--- config.mk ---
export PLATFORM = sky130hd
export DESIGN_NAME = pc_alu
export DESIGN_NICKNAME = d
export VERILOG_FILES = /design/src/rtl/pc_alu.sv
export SDC_FILE = /design/constraint.sdc
export NUM_CORES = 1
export LEC_CHECK = 0
export CORE_ASPECT_RATIO = 0.9
export CORE_MARGIN = 3
export CORE_UTILIZATION = 45
export CTS_BUF_LIST = sky130_fd_sc_hd__clkbuf_8 sky130_fd_sc_hd__clkbuf_16
export CTS_CLUSTER_SIZE = 28
export DETAILED_ROUTE_END_ITERATION = 12
export GPL_TIMING_DRIVEN = 0
export PLACE_DENSITY = 0.83
export SYNTH_ARGS = -nofsm -noshare
export SYNTH_HDL_FRONTEND = slang
export SYNTH_SLANG_ARGS = --single-unit
--- constraint.sdc ---
create_clock -name clk -period 1.1 [get_ports clk]
set_input_delay 0.275 -clock clk [delete_from_list [all_inputs] [get_ports clk]]
set_output_delay 0.275 -clock clk [all_outputs]
set_load 0.005 [all_outputs]
--- src/rtl/pc_alu.sv ---
//------------------------------------------------------------------------------
// pc_alu -- next-program-counter unit for the 16-bit core.
//
// On every enabled rising clock edge one of three next-PC values is registered:
//   - jalEN  = 1 : absolute register target RTarget (jump-and-link); the return
//                  address pc + 1 is registered on Rlink.
//   - jumpEN = 1 : PC-relative target pc + immediate (no implicit +1).
//   - otherwise  : sequential pc + 1.
// jalEN has priority over jumpEN. Rlink is 0 for every non-JAL update. All sums
// are WIDTH-bit and wrap silently. With en low every registered output holds.
// The outputs come straight from flops, so there is no combinational path from
// any input to any output.
//
// Parameters:
//   WIDTH     datapath width of pc, immediate, RTarget, pcOut and Rlink
//   RESET_PC  value forced onto pcOut while rst_n is low
//
// Ports:
//   clk        in   rising-edge clock
//   rst_n      in   asynchronous active-low reset
//   en         in   update enable (low = stall, hold outputs)
//   pc         in   current program counter
//   immediate  in   two's complement PC-relative offset
//   jumpEN     in   select pc + immediate
//   RTarget    in   absolute JAL target
//   jalEN      in   select RTarget and produce a link value
//   pcOut      out  registered next PC
//   Rlink      out  registered return address (pc + 1) for JAL, else 0
//   jmpOvf     out  registered signed-overflow flag of the relative jump add;
//                   only present when PC_ALU_OVERFLOW_FLAG_EN is defined
//
// Build option:
//   PC_ALU_OVERFLOW_FLAG_EN  adds the jmpOvf output and its logic.
//------------------------------------------------------------------------------
module pc_alu #(
   parameter int               WIDTH    = 16,
   parameter logic [WIDTH-1:0] RESET_PC = {WIDTH{1'b0}}
) (
   input  logic             clk,
   input  logic             rst_n,
   input  logic             en,
   input  logic [WIDTH-1:0] pc,
   input  logic [WIDTH-1:0] immediate,
   input  logic             jumpEN,
   input  logic [WIDTH-1:0] RTarget,
   input  logic             jalEN,
   output logic [WIDTH-1:0] pcOut,
   output logic [WIDTH-1:0] Rlink
`ifdef PC_ALU_OVERFLOW_FLAG_EN
   ,
   output logic             jmpOvf
`endif
);

   localparam logic [WIDTH-1:0] ZERO = {WIDTH{1'b0}};
   localparam logic [WIDTH-1:0] ONE  = {{(WIDTH-1){1'b0}}, 1'b1};

   logic [WIDTH-1:0] pc_out_q;
   logic [WIDTH-1:0] pc_out_d;
   logic [WIDTH-1:0] rlink_q;
   logic [WIDTH-1:0] rlink_d;

   // Both sums are kept at WIDTH bits so the carry-out is dropped (silent wrap).
   logic [WIDTH-1:0] pc_inc_s;
   logic [WIDTH-1:0] jump_sum_s;

   assign pc_inc_s   = pc + ONE;
   assign jump_sum_s = pc + immediate;

   // Next-state selection: JAL beats relative jump beats sequential; stall holds.
   always_comb begin
      pc_out_d = pc_out_q;
      rlink_d  = rlink_q;
      if (en) begin
         if (jalEN) begin
            pc_out_d = RTarget;
            rlink_d  = pc_inc_s;
         end else if (jumpEN) begin
            pc_out_d = jump_sum_s;
            rlink_d  = ZERO;
         end else begin
            pc_out_d = pc_inc_s;
            rlink_d  = ZERO;
         end
      end else begin
         pc_out_d = pc_out_q;
         rlink_d  = rlink_q;
      end
   end

   // Output registers with asynchronous reset to the boot PC.
   always_ff @(posedge clk or negedge rst_n) begin
      if (!rst_n) begin
         pc_out_q <= RESET_PC;
         rlink_q  <= ZERO;
      end else begin
         pc_out_q <= pc_out_d;
         rlink_q  <= rlink_d;
      end
   end

   assign pcOut = pc_out_q;
   assign Rlink = rlink_q;

`ifdef PC_ALU_OVERFLOW_FLAG_EN
   logic jmp_ovf_q;
   logic jmp_ovf_d;
   logic add_ovf_s;

   // Signed overflow: operands agree in sign but the sum's sign differs.
   assign add_ovf_s = (pc[WIDTH-1] == immediate[WIDTH-1]) &&
                      (jump_sum_s[WIDTH-1] != pc[WIDTH-1]);

   // Flag is raised only when the relative-jump path is the one being taken.
   always_comb begin
      jmp_ovf_d = jmp_ovf_q;
      if (en) begin
         if (!jalEN && jumpEN) begin
            jmp_ovf_d = add_ovf_s;
         end else begin
            jmp_ovf_d = 1'b0;
         end
      end else begin
         jmp_ovf_d = jmp_ovf_q;
      end
   end

   // Overflow flag register, same timing and reset behaviour as pcOut.
   always_ff @(posedge clk or negedge rst_n) begin
      if (!rst_n) begin
         jmp_ovf_q <= 1'b0;
      end else begin
         jmp_ovf_q <= jmp_ovf_d;
      end
   end

   assign jmpOvf = jmp_ovf_q;
`endif

endmodule

# Yosys cells after proc, flatten, opt, wreduce, memory -nomap -nowiden
# Index checks and enable logic that the tools add are counted.
# op_classes
add_sub_neg	2
mux	3
# op_table
operator	count
$mux W16	3
$add A16 B1 Y16 const B	1
$add A16 B16 Y16	1
# totals
inputBits	53
output_inout_bits	32
register_bits	32

# Longest topological paths before layout
# depth
ltp_word	3
ltp_mapped	8
mapped_depth_nobuf	8

# Worst setup path before layout
# OpenSTA, ideal clock, no wires.
# synth_path
path_type	in2reg
start	input pc[0]
end	register pc_out_q[14], in the netlist pcOut[14]
path_buffers	0
setup_slack_ns	-0.869
stages	8
setup_ns	0.136
arrival_ns	1.833
path_cell_list	ha_1 -> fa_1 -> a21oi_1 -> o221ai_1 -> a21oi_1 -> o221ai_1 -> xnor2_1 -> o21ai_0
# synth_between
elab_chain_len	3
word_cells_on_any_way	4
classes_between	2 x add/sub; 2 x mux
# synth_rtl
item	line_no	source
from (decl)	42	input logic [WIDTH-1:0] pc,
$add A16 B1 Y16 / $add A16 B16 Y16 (equally long branches)	67, 68	
$mux W16 *	78	end else if (jumpEN) begin
$mux W16 *	75	if (jalEN) begin
to (signal assigned)	97	pc_out_q <= pc_out_d;
to (decl)	58	logic [WIDTH-1:0] pc_out_q;
# Every way passes the cells marked *; elsewhere a longest branch is shown, timed or not.
# A chain may end at the register's enable or synchronous reset.

# Final worst setup path
# layout_path
start	input immediate[3]
end	register pc_out_q[15], in the netlist pcOut[15]
# layout_between
elab_chain_len	3
# layout_rtl
item	line_no	source
from (decl)	43	input logic [WIDTH-1:0] immediate,
$add A16 B16 Y16	68	assign jump_sum_s = pc + immediate;
$mux W16	78	
$mux W16	75	
# Every way passes these cells.

==> results.cfg <==
[synthesis]
yosysTopAreaCell = dfrtp_1
syn-num-nets = 347
synth_edf_count = 0
yosysTopAreaCellShare_pct = 33.0
synth_ff_type = dfrtp_1
synthCells = 277
postSynthAreaPerCell_sq_um = 8.75
yosysUniqueCellTypes = 49
yosysMostFrequentCell = dfrtp_1
yosysWarnings = 0
seq_area_frac_synth_pct = 33.0
netlist_area_sq_um = 2420
ys_ff_latch = 32
async_flop_share_pct = 100
synthTopCellsByCount = 32 x dfrtp_1, 30 x nand2_1, 23 x inv_1
ys_top_cells_by_area = dfrtp_1 33%, ha_1 8.3%, xnor2_1 5.4%

[timing]
fin_crit_ns = 1.86
clock_skew_ns = 0
tightest_slew_ns = 0.788
hold_slack_ns = 0.0555
maxSlewViolCount = 0
finalHoldViolations = 0
setup_violations = 30
finalCritPeriodShare_pct = 169
max_freq_mhz = 537
maxSlewHeadroom_pct = 47.4
layout_setup_ws_ns = -0.763
rsz0062_at_grt = true

[critical_path]
cp-end-kind = flip-flop
start_kind = input pin
max_stage_delay_ns = 0.33
crit_type = input pin to flip-flop
cp.arrival_ns = 2.00
cp_slowest_cell = a211oi_4
cpLargestDelayFamily = compound AO/OA/AOI/OAI gates
cp_num_buf_inv = 2
cp_num_cells = 9
crit_chain = dlygate4sd2_1, ha_4, o211a_4, a211oi_4, buf_6, o21ai_4, o221ai_2, xnor2_1, o22ai_1
reg2reg_depth = 3
critPathRequiredTime_ns = 1.24
crit_fanout = 4

[drt]
first_iter_violations = 357
vias_per_cell = 6.33
wl_mm = 10.9
final_antenna_net_count = 0
num_vias = 3085
wl_per_cell_um = 22.4
remaining_drc_errors = 0
drt_pre_antenna_iters = 6

[layout]
final_nets = 491
n_antenna_cell = 0
finalNonFillerCells = 487
final_util_pct = 87.6
area_growth_pct = 81.2
drive_above_1_share_pct = 46.2

[place]
place_congestion = 0.867
dp_cells = 426
io_buffer_count = 83
dp_hpwl_mm = 5.82

[cts]
root_buffer = clkbuf_8
cts_max_path_buffers = 2
cts_buffers = 5
h-tree-depth = 2
clkLatencyLatePin_ns = 0.29
path_clk_slew_ns = 0.07
cts_tree = done
cts.sinks = 32

[floorplanning]
die_height_um = 75.6
core-area_sq_um = 5010
die_w_um = 83.4
design.die.area_sq_um = 6310
io_pins = 85
start_util_pct = 48.4
num_rows = 24

[global_routing]
grt_start_max_net_pins = 18
grt_pass1_wl_mm = 13.2
first_global_vias = 2626
antenna_found_initial = 0
grt_remaining_overflow = 0
grtUsageTotal_pct = 26.6

[power]
peakVddDrop_mv = 1.10
powerDensity_nw_per_um2 = 1020
power.leakage_nw = 1.95

[run]
max_cap_violations = 0

[outcome]
failed_checks = negative setup slack
outcome = finished, violations left

[hold_path]
hold_path.class = input pin to async pin
## power by group
group	total (mW)	internal, mW	switching (mW)
Combinational	1.97	0.994	0.973
Sequential	1.38	1.31	0.0761
Clock	1.12	0.663	0.462
Total	4.47	2.96	1.51
## layout make-up
class,instances,area [sq um]
Tap cell,65,81.3
Inverter,24,90.1
Timing Repair Buffer,137,1160
Clock buffer,5,68.8
Fill cell,217,622
Buffer,12,86.3
Multi-Input combinational cell,209,2070
Sequential cell,32,801
Clock inverter,3,38.8
## worst paths after layout
path                       slack, ns                  start               endpoint
min in group clk                0.34                  pc[4]   Rlink[4]$_DFFE_PN0P_
hold reg to reg                 0.52   pcOut[4]$_DFFE_PN0P_   pcOut[4]$_DFFE_PN0P_
max in group asynchronous       0.49                  rst_n   pcOut[9]$_DFFE_PN0P_
hold / removal                  0.06                  rst_n   Rlink[0]$_DFFE_PN0P_
setup / recovery               -0.76           immediate[3]  pcOut[15]$_DFFE_PN0P_
setup reg to reg               -0.01  pcOut[12]$_DFFE_PN0P_  pcOut[12]$_DFFE_PN0P_
## per-stage QoR
stage	power (mW)	instance area (sq um)	setup TNS (ns)	setup slack (ns)
2_1_floorplan	2.09	2590	-7.40	-0.628
3_3_place_gp	2.78	3500	-62.30	-1.59
3_5_place_dp	2.83	3530	-43.40	-1.64
4_1_cts	4.09	4010	-8.05	-0.612
5_1_grt	4.61	4390	-11.80	-0.818
6_report	4.47	4390	-11.01	-0.763
## registers in the layout, summed over array words and instances (netlist names)
name   flops
pcOut     16
Rlink     16
## routing by layer
metal / up-vias / share of wire (%) / GRT usage [%]
met5: - / 0 / 0
met2: 237 / 48 / 45.9
met4: 0 / 4.6 / 10.3
li1: 1300 / - / -
met3: 63 / 8.6 / 4.76
met1: 1485 / 38 / 34.1
## repair_timing
| item | CTS | global route |
|---|---|---|
| endpoints found under the setup margin | 64 | 49 |
| hold buffers | 0 | 0 |
| pin swaps | 42 | 32 |
| gates resized for setup | 291 | 54 |
| buffers inserted | 31 | 23 |
## cells in the final DEF (no fill, tap or decap), types with 5 or more instances in the layout
cell / count
inv_1: 24
buf_6: 15
nor2_1: 11
xnor2_2: 7
clkbuf_4: 5
buf_4: 43
clkdlybuf4s50_1: 19
xor2_2: 5
clkbuf_2: 6
buf_2: 34
nand2_1: 27
dlygate4sd2_1: 10
o21ai_0: 9
ha_4: 15
a21o_1: 5
o21ai_1: 10
o311a_1: 5
nand3_1: 7
clkbuf_8: 6
xor2_1: 7
dfrtp_1: 32
o22ai_1: 16
xnor2_1: 7
## cells by family after synthesis
logic type                 share of synthesized area (%)
adders and majority gates                           9.08
AOI/OAI and AO/OA                                   24.3
and+or+nand+nor                                     16.0
muxes                                               1.81
xor gates and xnor gates                            10.1
buffers and inverters                               5.68
DFF                                                 33.0
(Power assumes the default switching activity.)
